[config.mk]
export PLATFORM = sky130hd
export DESIGN_NAME = brent_kung_subtractor16bit_flat
export DESIGN_NICKNAME = d
export VERILOG_FILES = /design/src/rtl/brent_kung_subtractor16bit_if.sv /design/src/rtl/brent_kung_subtractor16bit.sv /design/src/flat_wrapper.sv
export SDC_FILE = /design/constraint.sdc
export NUM_CORES = 1
export LEC_CHECK = 0
export ABC_AREA = 1
export CAP_MARGIN = 20
export CORE_ASPECT_RATIO = 1.1
export CORE_UTILIZATION = 60
export DETAILED_ROUTE_END_ITERATION = 6
export DONT_BUFFER_PORTS = 1
export PLACE_DENSITY = 0.73
export SLEW_MARGIN = 5
export SYNTH_ARGS = -nofsm -noshare
export SYNTH_HDL_FRONTEND = slang
export SYNTH_SLANG_ARGS = --single-unit
[constraint.sdc]
create_clock -name clk -period 4.98 [get_ports clk]
set_input_delay 0.996 -clock clk [delete_from_list [all_inputs] [get_ports clk]]
set_output_delay 0.996 -clock clk [all_outputs]
set_load 0.005 [all_outputs]
[src/rtl/brent_kung_subtractor16bit_if.sv]
// Operand/result handshake bundle for the two-stage 16-bit subtractor.
// The master drives operands and accepts results; the slave is the subtractor.
interface brent_kung_subtractor16bit_if;
  logic        in_valid;
  logic        in_ready;
  logic [15:0] minuend;
  logic [15:0] subtrahend;
  logic        borrowIn;
  logic        out_valid;
  logic        out_ready;
  logic [15:0] difference;
  logic        borrowOut;
  logic        overflow;
  logic        zero;

  modport master (
    output in_valid, minuend, subtrahend, borrowIn, out_ready,
    input  in_ready, out_valid, difference, borrowOut, overflow, zero
  );

  modport slave (
    input  in_valid, minuend, subtrahend, borrowIn, out_ready,
    output in_ready, out_valid, difference, borrowOut, overflow, zero
  );
endinterface

[src/rtl/brent_kung_subtractor16bit.sv]
// Two-stage pipelined 16-bit subtractor: A - B - borrowIn computed as A + ~B + !borrowIn,
// low byte in stage 1 and high byte in stage 2, each through an 8-bit Brent-Kung carry tree.
module brent_kung_subtractor16bit (
  input  logic                           clk,
  input  logic                           rst_n,
  brent_kung_subtractor16bit_if.slave    bus
);

  // Returns {carry_out, sum[7:0]} of a + b + cin using a Brent-Kung prefix tree.
  function automatic logic [8:0] bk_add8(input logic [7:0] a, input logic [7:0] b,
                                         input logic cin);
    logic [7:0] p;
    logic [7:0] gg;
    logic [7:0] pg;
    logic [7:0] c;
    // NOTE: blocking assignments here on purpose -- each tree level reads the
    // group terms the previous level just produced, so evaluation order matters.
    p  = a ^ b;
    gg = a & b;
    pg = p;
    gg[0] = gg[0] | (p[0] & cin);
    for (int i = 1; i < 8; i += 2) begin
      gg[i] = gg[i] | (pg[i] & gg[i-1]);
      pg[i] = pg[i] & pg[i-1];
    end
    for (int i = 3; i < 8; i += 4) begin
      gg[i] = gg[i] | (pg[i] & gg[i-2]);
      pg[i] = pg[i] & pg[i-2];
    end
    gg[7] = gg[7] | (pg[7] & gg[3]);
    // Down-sweep fills in the carries the up-sweep skipped.
    gg[5] = gg[5] | (pg[5] & gg[3]);
    for (int i = 2; i < 8; i += 2) begin
      gg[i] = gg[i] | (pg[i] & gg[i-1]);
    end
    c = {gg[6:0], cin};
    return {gg[7], p ^ c};
  endfunction

  logic        s1_valid;
  logic [7:0]  s1_dlo;
  logic        s1_c8;
  logic [7:0]  s1_ahi;
  logic [7:0]  s1_nbhi;
  logic        s1_asign;
  logic        s1_bsign;

  logic        out_valid_q;
  logic [15:0] difference_q;
  logic        borrow_out_q;
  logic        overflow_q;
  logic        zero_q;

  logic        in_ready;
  logic        s1_load;
  logic        s2_load;
  logic [8:0]  lo_sum;
  logic [8:0]  hi_sum;
  logic        ovf_next;

  assign s2_load  = s1_valid && (!out_valid_q || bus.out_ready);
  assign in_ready = rst_n && (!s1_valid || s2_load);
  assign s1_load  = bus.in_valid && in_ready;

  // Carry into bit 0 is the complement of the incoming borrow.
  assign lo_sum   = bk_add8(bus.minuend[7:0], ~bus.subtrahend[7:0], ~bus.borrowIn);
  assign hi_sum   = bk_add8(s1_ahi, s1_nbhi, s1_c8);
  assign ovf_next = (s1_asign != s1_bsign) && (hi_sum[7] != s1_asign);

  always_ff @(posedge clk) begin
    // NOTE: non-blocking for all state so every register samples pre-edge values
    // and the two stages shift together on one edge.
    if (!rst_n) begin
      s1_valid     <= 1'b0;
      s1_dlo       <= '0;
      s1_c8        <= 1'b0;
      s1_ahi       <= '0;
      s1_nbhi      <= '0;
      s1_asign     <= 1'b0;
      s1_bsign     <= 1'b0;
      out_valid_q  <= 1'b0;
      difference_q <= '0;
      borrow_out_q <= 1'b0;
      overflow_q   <= 1'b0;
      zero_q       <= 1'b0;
    end else begin
      if (s1_load) begin
        s1_dlo   <= lo_sum[7:0];
        s1_c8    <= lo_sum[8];
        s1_ahi   <= bus.minuend[15:8];
        s1_nbhi  <= ~bus.subtrahend[15:8];
        s1_asign <= bus.minuend[15];
        s1_bsign <= bus.subtrahend[15];
      end
      if (s1_load) begin
        s1_valid <= 1'b1;
      end else if (s2_load) begin
        s1_valid <= 1'b0;
      end

      // Result registers only move on a stage-2 load, so they hold while stalled.
      if (s2_load) begin
        difference_q <= {hi_sum[7:0], s1_dlo};
        borrow_out_q <= ~hi_sum[8];
        overflow_q   <= ovf_next;
        zero_q       <= (hi_sum[7:0] == 8'h00) && (s1_dlo == 8'h00);
        out_valid_q  <= 1'b1;
      end else if (bus.out_ready) begin
        out_valid_q  <= 1'b0;
      end
    end
  end

  assign bus.in_ready   = in_ready;
  assign bus.out_valid  = out_valid_q;
  assign bus.difference = difference_q;
  assign bus.borrowOut  = borrow_out_q;
  assign bus.overflow   = overflow_q;
  assign bus.zero       = zero_q;

endmodule
[src/flat_wrapper.sv]
// flat-port wrapper written by rule: the top's interface ports become plain ports
module brent_kung_subtractor16bit_flat 
  (clk, rst_n, bus_in_valid, bus_minuend, bus_subtrahend, bus_borrowIn, bus_out_ready, bus_in_ready, bus_out_valid, bus_difference, bus_borrowOut, bus_overflow, bus_zero);
  brent_kung_subtractor16bit_if bus_i ();
  input  logic clk;
  input  logic rst_n;
  input wire logic [$bits(bus_i.in_valid)-1:0] bus_in_valid;
  input wire logic [$bits(bus_i.minuend)-1:0] bus_minuend;
  input wire logic [$bits(bus_i.subtrahend)-1:0] bus_subtrahend;
  input wire logic [$bits(bus_i.borrowIn)-1:0] bus_borrowIn;
  input wire logic [$bits(bus_i.out_ready)-1:0] bus_out_ready;
  output wire logic [$bits(bus_i.in_ready)-1:0] bus_in_ready;
  output wire logic [$bits(bus_i.out_valid)-1:0] bus_out_valid;
  output wire logic [$bits(bus_i.difference)-1:0] bus_difference;
  output wire logic [$bits(bus_i.borrowOut)-1:0] bus_borrowOut;
  output wire logic [$bits(bus_i.overflow)-1:0] bus_overflow;
  output wire logic [$bits(bus_i.zero)-1:0] bus_zero;
  assign bus_i.in_valid = bus_in_valid;
  assign bus_i.minuend = bus_minuend;
  assign bus_i.subtrahend = bus_subtrahend;
  assign bus_i.borrowIn = bus_borrowIn;
  assign bus_i.out_ready = bus_out_ready;
  assign bus_in_ready = bus_i.in_ready;
  assign bus_out_valid = bus_i.out_valid;
  assign bus_difference = bus_i.difference;
  assign bus_borrowOut = bus_i.borrowOut;
  assign bus_overflow = bus_i.overflow;
  assign bus_zero = bus_i.zero;
  brent_kung_subtractor16bit u_core (.clk(clk), .rst_n(rst_n), .bus(bus_i));
endmodule
* Word level (Yosys, flattened, before mapping)
Index checks and enable logic that the tools add are counted.
W data, S select, Z words.
** Storage, ports and cells
- Memories :: 0
- ROM bits :: 0
- Input port bits :: 37
- Word-level logic and storage cells :: 97
- Bits in writable memories :: 0
- Latch bits :: 0
- Bits in registers :: 48
** Operators by class
- Bitwise operators :: 66
- Order comparisons :: 0
- Shifts and indexed selects :: 0
- Div/mod/pow operators :: 0
- Equal/unequal tests :: 2
- Reductions and logical operators :: 13
- Add/sub/neg operators :: 0
- Multiplexer cells :: 4
- Multiply operators :: 0
** Operators by type and width (count)
- $and A1 B1 Y1 :: 32
- $xor A8 B8 Y8 :: 4
- $or A1 B1 Y1 :: 24
- $and A8 B8 Y8 :: 2
- $logic_not A8 Y1 :: 2
- $not A8 Y8 :: 2
- $logic_and A1 B1 Y1 :: 5
- $mux W1 :: 4
- $reduce_bool A2 Y1 :: 2
- $logic_not A1 Y1 :: 2
- $logic_or A1 B1 Y1 :: 2
- $ne A1 B1 Y1 :: 2
- $not A1 Y1 :: 2

* Logic depth before layout (Yosys ltp)
Gate-level depths: netlist of the first run.
- Depth after elaboration :: 14
- Gate-level depth with buffers :: 14

* Worst setup path before layout of the first run
Ideal clock, no wire load.
- Path type :: input -> register
- Start :: input bus_borrowIn
- End :: register u_core.s1_dlo[7]
- Slack :: 2134 ps
- Data required time :: 4906 ps
- Setup time :: 74 ps
- Stages on the path :: 8
- Data arrival time :: 2772 ps
- Buffers on the path :: 0
- Cells stage by stage :: fa_1 fa_1 nand3b_1 nand2_1 a31oi_1 fa_1 xor2_1 o21ai_0
** On the way
- Longest elaborated chain between the ends :: 12
** RTL lines
- from (decl) :: line flat_wrapper.sv:10 : input wire logic [$bits(bus_i.borrowIn)-1:0] bus_borrowIn;
- $not A1 Y1 :: line brent_kung_subtractor16bit.sv:66 : assign lo_sum = bk_add8(bus.minuend[7:0], ~bus.subtrahend[7:0], ~bus.borrowIn);
- $and A1 B1 Y1 :: line brent_kung_subtractor16bit.sv:21 : gg[0] = gg[0] | (p[0] & cin);
- $or A1 B1 Y1 :: line brent_kung_subtractor16bit.sv:21
- $and A1 B1 Y1 :: line brent_kung_subtractor16bit.sv:23 : gg[i] = gg[i] | (pg[i] & gg[i-1]);
- $or A1 B1 Y1 :: line brent_kung_subtractor16bit.sv:23
- $and A1 B1 Y1 :: line brent_kung_subtractor16bit.sv:27 : gg[i] = gg[i] | (pg[i] & gg[i-2]);
- $or A1 B1 Y1 :: line brent_kung_subtractor16bit.sv:27
- $and A1 B1 Y1 :: line brent_kung_subtractor16bit.sv:32 : gg[5] = gg[5] | (pg[5] & gg[3]);
- $or A1 B1 Y1 :: line brent_kung_subtractor16bit.sv:32
- $and A1 B1 Y1 :: line brent_kung_subtractor16bit.sv:34 : gg[i] = gg[i] | (pg[i] & gg[i-1]);
- $or A1 B1 Y1 :: line brent_kung_subtractor16bit.sv:34
- $xor A8 B8 Y8 :: line brent_kung_subtractor16bit.sv:37 : return {gg[7], p ^ c};
- to (signal assigned) :: line brent_kung_subtractor16bit.sv:88 : s1_dlo <= lo_sum[7:0];
- to (decl) :: line brent_kung_subtractor16bit.sv:41 : logic [7:0] s1_dlo;
No other way between the ends.
A chain may end at the register's enable or synchronous reset.

* Worst setup path in the final report of the first run
- Start :: register u_core.s1_nbhi[0]
- End :: register u_core.zero_q, in the netlist u_core.bus.zero
** On the way
- Elaborated cells between the ends (all ways) :: 19
- Those cells by class :: 17 x bitwise; 2 x reduce/logical
** RTL lines
- from (decl) :: line brent_kung_subtractor16bit.sv:44 : logic [7:0] s1_nbhi;
- from (signal assigned) :: line brent_kung_subtractor16bit.sv:91 : s1_nbhi <= ~bus.subtrahend[15:8];
- $xor A8 B8 Y8 :: line brent_kung_subtractor16bit.sv:18 : p = a ^ b;
- $and A1 B1 Y1 :: line brent_kung_subtractor16bit.sv:21
- $or A1 B1 Y1 * :: line brent_kung_subtractor16bit.sv:21
- $and A1 B1 Y1 * :: line brent_kung_subtractor16bit.sv:23
- $or A1 B1 Y1 * :: line brent_kung_subtractor16bit.sv:23
- $and A1 B1 Y1 * :: line brent_kung_subtractor16bit.sv:27
- $or A1 B1 Y1 * :: line brent_kung_subtractor16bit.sv:27
- $and A1 B1 Y1 * :: line brent_kung_subtractor16bit.sv:32
- $or A1 B1 Y1 * :: line brent_kung_subtractor16bit.sv:32
- $xor A8 B8 Y8 * :: line brent_kung_subtractor16bit.sv:37
- named net u_core.hi_sum[6] :: line brent_kung_subtractor16bit.sv:58 : logic [8:0] hi_sum;
- $logic_not A8 Y1 * :: line brent_kung_subtractor16bit.sv:106 : zero_q <= (hi_sum[7:0] == 8'h00) && (s1_dlo == 8'h00);
- $logic_and A1 B1 Y1 * :: line brent_kung_subtractor16bit.sv:106
- to (signal assigned) :: line brent_kung_subtractor16bit.sv:106
- to (decl) :: line brent_kung_subtractor16bit.sv:52 : logic zero_q;
Mark *: on every way through the listed nets, which the timed path passes. The rest lies on a longest branch.

==> out/results.ini, run 1 <==
[worst_setup_path]
required_ns=5.21
r2r-end=u_core.bus.zero
cp-end-kind=flop
reg2reg_from=u_core.s1_nbhi[0]
cp_slowest_stage_delay_ns=0.49
worstSetupPathType=flop to flop
worstPathMaxFanout=3
cp.arrival_ns=3.14
crit_top_cell=fa_1
start_kind=flop
rrSetupSlack_ns=2.07
ff2ff_path_depth=12
worstPathCellList=inv_1 > fa_1 > fa_1 > o21ai_0 > nand3_1 > nand2_1 > fa_1 > nor2_1 > nand3_1 > nor2_1 > nand2_1 > a21oi_1
crit_slowest_cell=fa_1

[timing]
worst_hold_slack_ns=0.463
slew-limit-headroom_pct=48.7
setup_viol=0
rsz0062_at_grt=no
hold_viol=0
finalSetupTns_ns=0
clock_skew_ns=0.00751
tightest_slew_ns=0.768
layout_setup_ws_ns=2.07
fmax_mhz=344
final_max_slew_viol_count=0
period_share_pct=58.4
period_minus_slack_ns=2.91

[final_layout]
area_growth_pct=3.72
num_antenna_cells=0
final_cells=348
multi_input_area_um2=1200
final-seq-area_um2=941
final_common_cell=nand2_1
utilization_pct=66.8
fill_cells=333
stdcell_area_um2=2480
nNetsFinal=356
layout_common_cells=58 x nand2_1, 47 x dfxtp_1, 40 x inv_1
drive_gt1_share_pct=7.05

[routing]
dr.pass1.iters=4
num_vias=1798
wl_per_cell_um=12.7
drt_first_iter_violations=139
routed_via_density=5.17
drt-total-wl_mm=4.43
ant_nets=0
drc=0

[power]
peakVddDrop_mv=0.188
cell_internal_pwr_uw=608
p_seq_share_pct=51.1
p_sw_share_pct=25.3
p_sw_uw=206
total_power_uw=814
p_leak_nw=1.15
clock_power_share_pct=34.8
power.density_nw_per_um2=328
p_comb_share_pct=14.1

[yosys]
synth_fp_nets=361
yosys.cell_types.count=24
post_synth_inst_count=302
ys_seq_area_share_pct=39.4
synth-seq-cells=47
syn_area_per_cell_um2=7.91
synthesis.area_um2=2390
synth_warnings=0

[cts]
cts_tree=built
clkSinkCount=47
hold_buffers=0
numCtsBuffers=5
post-cts-setup-buffer-count=0
clkLatencyLatePin_ns=0.29
ctsRootBufferMaster=clkbuf_8
clock_path_buffers=2
clkTransAtPathRegs_ns=0.09
htree_levels=2
post_cts_resized=0

[min_path]
hold_path.startpoint=u_core.s1_nbhi[7]
worstHoldPathType=flop to flop
whs_path_depth=2
holdPathEnd=u_core.s1_nbhi[7]

[placement]
dpl.cell_count=340
gp_congestion=0.898
place_hpwl_mm=3.12
pre_cts_ws_ns=2.02
dpl_cell_area_um2=2360
io_buffers=0

[grt]
grt_overflow=0
grt_max_degree=40
antenna_found_initial=0
grt_usage_pct=22.7
grt_pass1_vias=1702
grt_pass1_wl_mm=7.49

[run]
drv_cap=0

[floorplan]
fp.dieW_um=62.2
num_rows=23
core-area_um2=3710
die_h_um=68.2
die_area_um2=4240
pin_count=58
start_util_pct=64.4

[outcome]
status=finished, final reports clean

[cell type report]
class,instances,share of cell area (%)
multi-input cells,201,48.3
well taps,50,2.52
inverters,41,6.21
flip-flops and latches,47,38.0
repair buffers,1,0.303
clock inverters,2,1.41
clock buffers,6,3.33
[layer usage]
metal  vias up  track usage, %  share of wire (%)
met5         -               0                  0
met1       810            27.9                 45
met4         0            6.69               0.66
met2        45            38.5                 49
met3         2            7.67                5.9
li1        941               -                  -
[power by group through the flow]
stage	Combinational [mW]	Clock (mW)	Sequential [mW]
after floorplan	0.100	0	0.421
after global placement	0.113	0	0.424
after detailed placement	0.115	0	0.425
after CTS	0.116	0.290	0.416
after global routing	0.134	0.304	0.420
final	0.115	0.283	0.416
[worst max-delay path, delay by kind of cell (launching register included)]
family                     cells  cell delay [ns]
adders and majority gates      3             1.34
and+or+nand+nor                6             0.61
AOI/OAI and AO/OA              2             0.53
DFF                            1             0.31
buffers and inverters          1             0.06
[Yosys cell counts, drive strengths merged]
master	instances	area (µm²)
a21oi	39	214
o21ai	25	125
inv	41	154
or2	4	25.0
nand2	62	243
a31oi	1	6.26
buf	12	95.1
nor2	28	105
a21o	1	7.51
clkbuf	1	3.75
nand3b	1	7.51
dfxtp	47	941
ha	12	150
nand3	14	80.1
fa	10	200
nand4	1	6.26
xor2	3	26.3
[registers in the layout (all words and copies together) (netlist names)]
register	flops
u_core.s1_nbhi	8
u_core.s1_asign	1
u_core.bus.borrowOut	1
u_core.s1_bsign	1
u_core.s1_dlo	8
u_core.bus.zero	1
u_core.bus.overflow	1
u_core.s1_valid	1
u_core.bus.out_valid	1
u_core.s1_c8	1
u_core.bus.difference	16
u_core.s1_ahi	7
[logic make-up after synthesis]
kind of cell	Yosys count	share of synthesized area, %
adders and majority gates	22	14.7
buffers and inverters	54	10.6
xor gates and xnor gates	3	1.10
AOI/OAI and AO/OA	66	14.8
DFF	47	39.4
and+or+nand+nor	110	19.5
[worst max-delay path by stage]
stage	from	to	slack, ns	cells past startpoint
global placement	bus_borrowIn	u_core.s1_dlo[7]	2.04	8
finish	u_core.s1_nbhi[0]	u_core.bus.zero	2.07	12
detailed placement	bus_borrowIn	u_core.s1_dlo[7]	2.02	8
CTS	u_core.s1_nbhi[0]	u_core.bus.zero	2.02	12
global route	u_core.s1_nbhi[0]	u_core.bus.zero	1.82	12
floorplan	bus_borrowIn	u_core.s1_dlo[7]	2.13	8
Note: power is estimated with default switching activity, not from simulation.
==> run 2: changes to the inputs <==
--- a/config.mk
+++ b/config.mk
@@ -8,10 +8,10 @@
 export ABC_AREA = 1
 export CAP_MARGIN = 20
 export CORE_ASPECT_RATIO = 1.1
-export CORE_UTILIZATION = 60
+export CORE_UTILIZATION = 56
 export DETAILED_ROUTE_END_ITERATION = 6
 export DONT_BUFFER_PORTS = 1
-export PLACE_DENSITY = 0.73
+export PLACE_DENSITY = 0.71
 export SLEW_MARGIN = 5
 export SYNTH_ARGS = -nofsm -noshare
 export SYNTH_HDL_FRONTEND = slang
==> constraint.sdc (replaced) <==
create_clock -name clk -period 2.3 [get_ports clk]
set_input_delay 0.46 -clock clk [delete_from_list [all_inputs] [get_ports clk]]
set_output_delay 0.46 -clock clk [all_outputs]
set_load 0.005 [all_outputs]
==> out/results.ini, run 2 (synthesis results as in run 1) <==
[routing]
drt-total-wl_mm=4.56
wl_per_cell_um=12.9
ant_nets=0
drt_first_iter_violations=102
num_vias=1829
dr.pass1.iters=4
routed_via_density=5.17
drc=0

[worst_setup_path]
rrSetupSlack_ns=-0.07
cp-end-kind=flop
reg2reg_from=u_core.s1_nbhi[0]
worstSetupPathType=flop to flop
crit_buf_inv=1
cp_top_family=adder cells
crit_top_cell=fa_2
ff2ff_path_depth=12
r2r-end=u_core.bus.zero
worstPathCellList=inv_2 > fa_2 > fa_2 > o21ai_2 > nand3_1 > nand2_1 > fa_2 > nor2_2 > nand3_1 > nor2_1 > nand2_1 > a21oi_1
worstPathMaxFanout=2
cp_slowest_stage_delay_ns=0.46
crit_slowest_cell=fa_2
start_kind=flop
required_ns=2.53
cp.arrival_ns=2.60

[timing]
setup_viol=1
period_minus_slack_ns=2.37
layout_setup_ws_ns=-0.0743
fmax_mhz=421
worst_hold_slack_ns=0.236
rsz0062_at_grt=yes
finalSetupTns_ns=-0.0743
slew-limit-headroom_pct=66.4
period_share_pct=103
final_max_slew_viol_count=0
tightest_slew_ns=0.503
clock_skew_ns=0.00424
hold_viol=0

[placement]
gp_congestion=0.766
io_buffers=0
dpl.cell_count=345
pre_cts_ws_ns=-0.113
place_hpwl_mm=3.26

[floorplan]
die_area_um2=4530
die_h_um=70.5
core-area_um2=4020
fp.dieW_um=64.3
start_util_pct=59.4
pin_count=58
num_rows=24

[cts]
cts_tree=built
ctsRootBufferMaster=clkbuf_8
htree_levels=2
numCtsBuffers=5
clkTransAtPathRegs_ns=0.08
clkSinkCount=47
clock_path_buffers=2
clkLatencyLatePin_ns=0.29

[grt]
grt_pass1_vias=1701
grt_usage_pct=21.8
grt_max_degree=40
antenna_found_initial=0
grt_overflow=0
grt_pass1_wl_mm=7.65

[min_path]
whs_path_depth=1
worstHoldPathType=input pin to flop
hold_path.startpoint=bus_subtrahend[8]
holdPathEnd=u_core.s1_nbhi[0]

[power]
peakVddDrop_mv=0.355
power.density_nw_per_um2=701
p_leak_nw=1.17

[final_layout]
final_common_cell=nand2_1
layout_common_cells=56 x nand2_1, 46 x dfxtp_1, 38 x inv_1
nNetsFinal=360
drive_gt1_share_pct=11.9
final_cells=354
num_antenna_cells=0
area_growth_pct=6.02
largest_register_ffs=16

[run]
drv_cap=0

[outcome]
violations=negative setup slack
status=complete, but fails checks

-- run 2: what timing repair did --
item                                    in CTS  in global routing
endpoints found under the setup margin       1                  2
hold buffers                                 0                  0
gates resized for setup                      2                  5
setup buffers                                0                  1
-- run 2: report_power, final --
group / total (mW) / internal (mW) / switching (mW)
Combinational: 0.259 / 0.107 / 0.152
Sequential: 0.903 / 0.867 / 0.0358
Clock: 0.615 / 0.352 / 0.263
-- run 2: area by class of cell --
type / count / area (µm²)
Clock inverter: 2 / 35.0
Timing Repair Buffer: 5 / 37.5
Fill cell: 374 / 1490
Clock buffer: 6 / 82.6
Multi-Input combinational cell: 201 / 1220
Tap cell: 52 / 65.1
Inverter: 41 / 154
Sequential cell: 47 / 942
-- run 2: routing by layer --
layer / wire length (µm) / vias to the layer above / GRT usage (%) / share of wire [%]
met5: 0 / - / 0 / 0
li1: - / 952 / - / -
met2: 2130 / 53 / 35.0 / 47
met3: 282 / 6 / 6.21 / 6.2
met4: 57 / 0 / 7.41 / 1.3
met1: 2090 / 818 / 27.9 / 46
-- run 2: worst max path at each step --
stage,startpoint,end,slack (ns),depth (start not counted)
CTS,u_core.s1_nbhi[0],u_core.bus.zero,-0.12,12
floorplan,u_core.s1_nbhi[0],u_core.bus.zero,0.002,12
global route,u_core.s1_nbhi[0],u_core.bus.zero,-0.23,12
finish,u_core.s1_nbhi[0],u_core.bus.zero,-0.07,12
global placement,bus_borrowIn,u_core.s1_dlo[7],-0.02,8
detailed placement,u_core.s1_nbhi[0],u_core.bus.zero,-0.11,12
-- run 2: through the flow --
step	total power [mW]	util [%]	area, µm²
after CTS	1.79	62.5	2520
after detailed placement	1.18	59.6	2400
after global placement	1.17	59.6	2400
after floorplan	1.13	-	2400
final	1.78	63.0	2530
after global routing	1.88	63.0	2530
==> run 3: changes to the inputs <==
--- a/config.mk
+++ b/config.mk
@@ -9,6 +9,7 @@
 export CAP_MARGIN = 20
 export CORE_ASPECT_RATIO = 1.1
 export CORE_UTILIZATION = 56
+export CTS_CLUSTER_DIAMETER = 30
 export DETAILED_ROUTE_END_ITERATION = 6
 export DONT_BUFFER_PORTS = 1
 export PLACE_DENSITY = 0.71
==> constraint.sdc (replaced) <==
create_clock -name clk -period 2 [get_ports clk]
set_input_delay 0.4 -clock clk [delete_from_list [all_inputs] [get_ports clk]]
set_output_delay 0.4 -clock clk [all_outputs]
set_load 0.005 [all_outputs]
==> out/results.ini, run 3 (synthesis results as in run 1) <==
[floorplan]
start_util_pct=59.4
core-area_um2=4020
num_rows=24
fp.dieW_um=64.3
die_h_um=70.5
die_area_um2=4530
pin_count=58

[final_layout]
area_growth_pct=14.3
nNetsFinal=377
largest_register_ffs=16
utilization_pct=67.9
stdcell_area_um2=2730
fill_cells=369
final_common_cell=nand2_1
layout_common_cells=54 x nand2_1, 46 x dfxtp_1, 38 x inv_1
drive_gt1_share_pct=20.4
final_cells=371
num_antenna_cells=0

[outcome]
status=complete, but fails checks
violations=negative setup slack

[placement]
gp_congestion=0.827
dpl.cell_count=358
dpl_cell_area_um2=2500
io_buffers=0
pre_cts_ws_ns=-0.364
place_hpwl_mm=3.49

[worst_setup_path]
crit_buf_inv=1
start_kind=flop
cp.arrival_ns=2.60
cp_top_family=adder cells
cp-end-kind=flop
crit_slowest_cell=fa_1
worstPathMaxFanout=2
cp_slowest_stage_delay_ns=0.40
worstPathCellList=inv_2 > fa_2 > fa_2 > o21ai_2 > nand3_1 > nand2_2 > fa_1 > nor2_1 > nand3_1 > nor2_1 > nand2_1 > a21oi_1
worstSetupPathType=flop to flop
required_ns=2.23

[power]
power.density_nw_per_um2=812
total_power_mw=2.22
peakVddDrop_mv=0.512
p_leak_nw=1.25

[timing]
finalSetupTns_ns=-1.43
rsz0062_at_grt=yes
period_minus_slack_ns=2.37
period_share_pct=119
layout_setup_ws_ns=-0.371
clock_skew_ns=0.00753
tightest_slew_ns=0.498
final_max_slew_viol_count=0
setup_viol=8
worst_hold_slack_ns=0.168
hold_viol=0
slew-limit-headroom_pct=66.8
fmax_mhz=422

[cts]
hold_buffers=0
numCtsBuffers=5
clock_path_buffers=2
clkLatencyLatePin_ns=0.30
clkTransAtPathRegs_ns=0.09
ctsRootBufferMaster=clkbuf_8
clkSinkCount=47
cts_tree=built
htree_levels=2

[grt]
grt_pass1_wl_mm=8.11
antenna_found_initial=0
grt_max_degree=40
grt_pass1_vias=1824
grt_overflow=0
grt_usage_pct=23.0

[routing]
num_vias=1889
routed_via_density=5.09
drt-total-wl_mm=4.84
drt_first_iter_violations=90
drc=0
ant_nets=0
wl_per_cell_um=13.0
dr.pass1.iters=4

[min_path]
worstHoldPathType=input pin to flop

[run]
drv_cap=0

## run 3: cell types whose count changed in the layout (fill, tap and decap cells not counted), sizes merged
cell | previous run | this run
bufinv | 1 | 2
clkbuf | 6 | 5
clkinv | 1 | 0
clkinvlp | 0 | 1
buf | 5 | 22
## run 3: path summary, 6_finish.rpt
kind	startpoint	endpoint	slack [ns]	cells past startpoint
setup / recovery	u_core.s1_nbhi[0]	u_core.bus.zero	-0.37	12
hold / removal	bus_subtrahend[8]	u_core.s1_nbhi[0]	0.17	1
setup reg to reg	u_core.s1_nbhi[0]	u_core.bus.zero	-0.37	12
hold reg to reg	u_core.s1_nbhi[7]	u_core.s1_nbhi[7]	0.47	2
## run 3: power breakdown
group / internal [mW] / switching (mW) / total [mW]
clock: 0.498 / 0.320 / 0.818
sequential: 0.997 / 0.0411 / 1.04
combinational: 0.164 / 0.197 / 0.361
total: 1.66 / 0.559 / 2.22
## run 3: cell type report
class	count	area (µm²)	area share [%]
multi-input combinational	201	1270	46.3
sequential	47	942	34.5
timing repair buffer	22	169	6.18
inverter	41	154	5.63
clock buffer	5	68.8	2.52
clock inverter	3	67.6	2.47
tap	52	65.1	2.38
## run 3: worst reg2reg max path, stage by stage, from the launching register on
cell and delay [ns]:
dfxtp_2 0.33, inv_2 0.04, fa_2 0.38, fa_2 0.37, o21ai_2 0.15, nand3_1 0.10, nand2_2 0.08, fa_1 0.40
nor2_1 0.13, nand3_1 0.08, nor2_1 0.08, nand2_1 0.05, a21oi_1 0.11
## run 3: timing repair
action / 4_1_cts / 5_1_grt
gates cloned: 0 / 0
endpoints found under the setup margin: 7 / 9
gates resized for setup: 2 / 16
setup buffers: 1 / 4
pin swaps: 1 / 13
## run 3: per-layer routing
metal,track usage [%],part of all wire [%],vias to the layer above
met5,0,0,-
met4,8.15,1.9,0
met3,6.05,5.0,7
met2,36.8,47,46
met1,29.9,46,849
li1,-,-,987
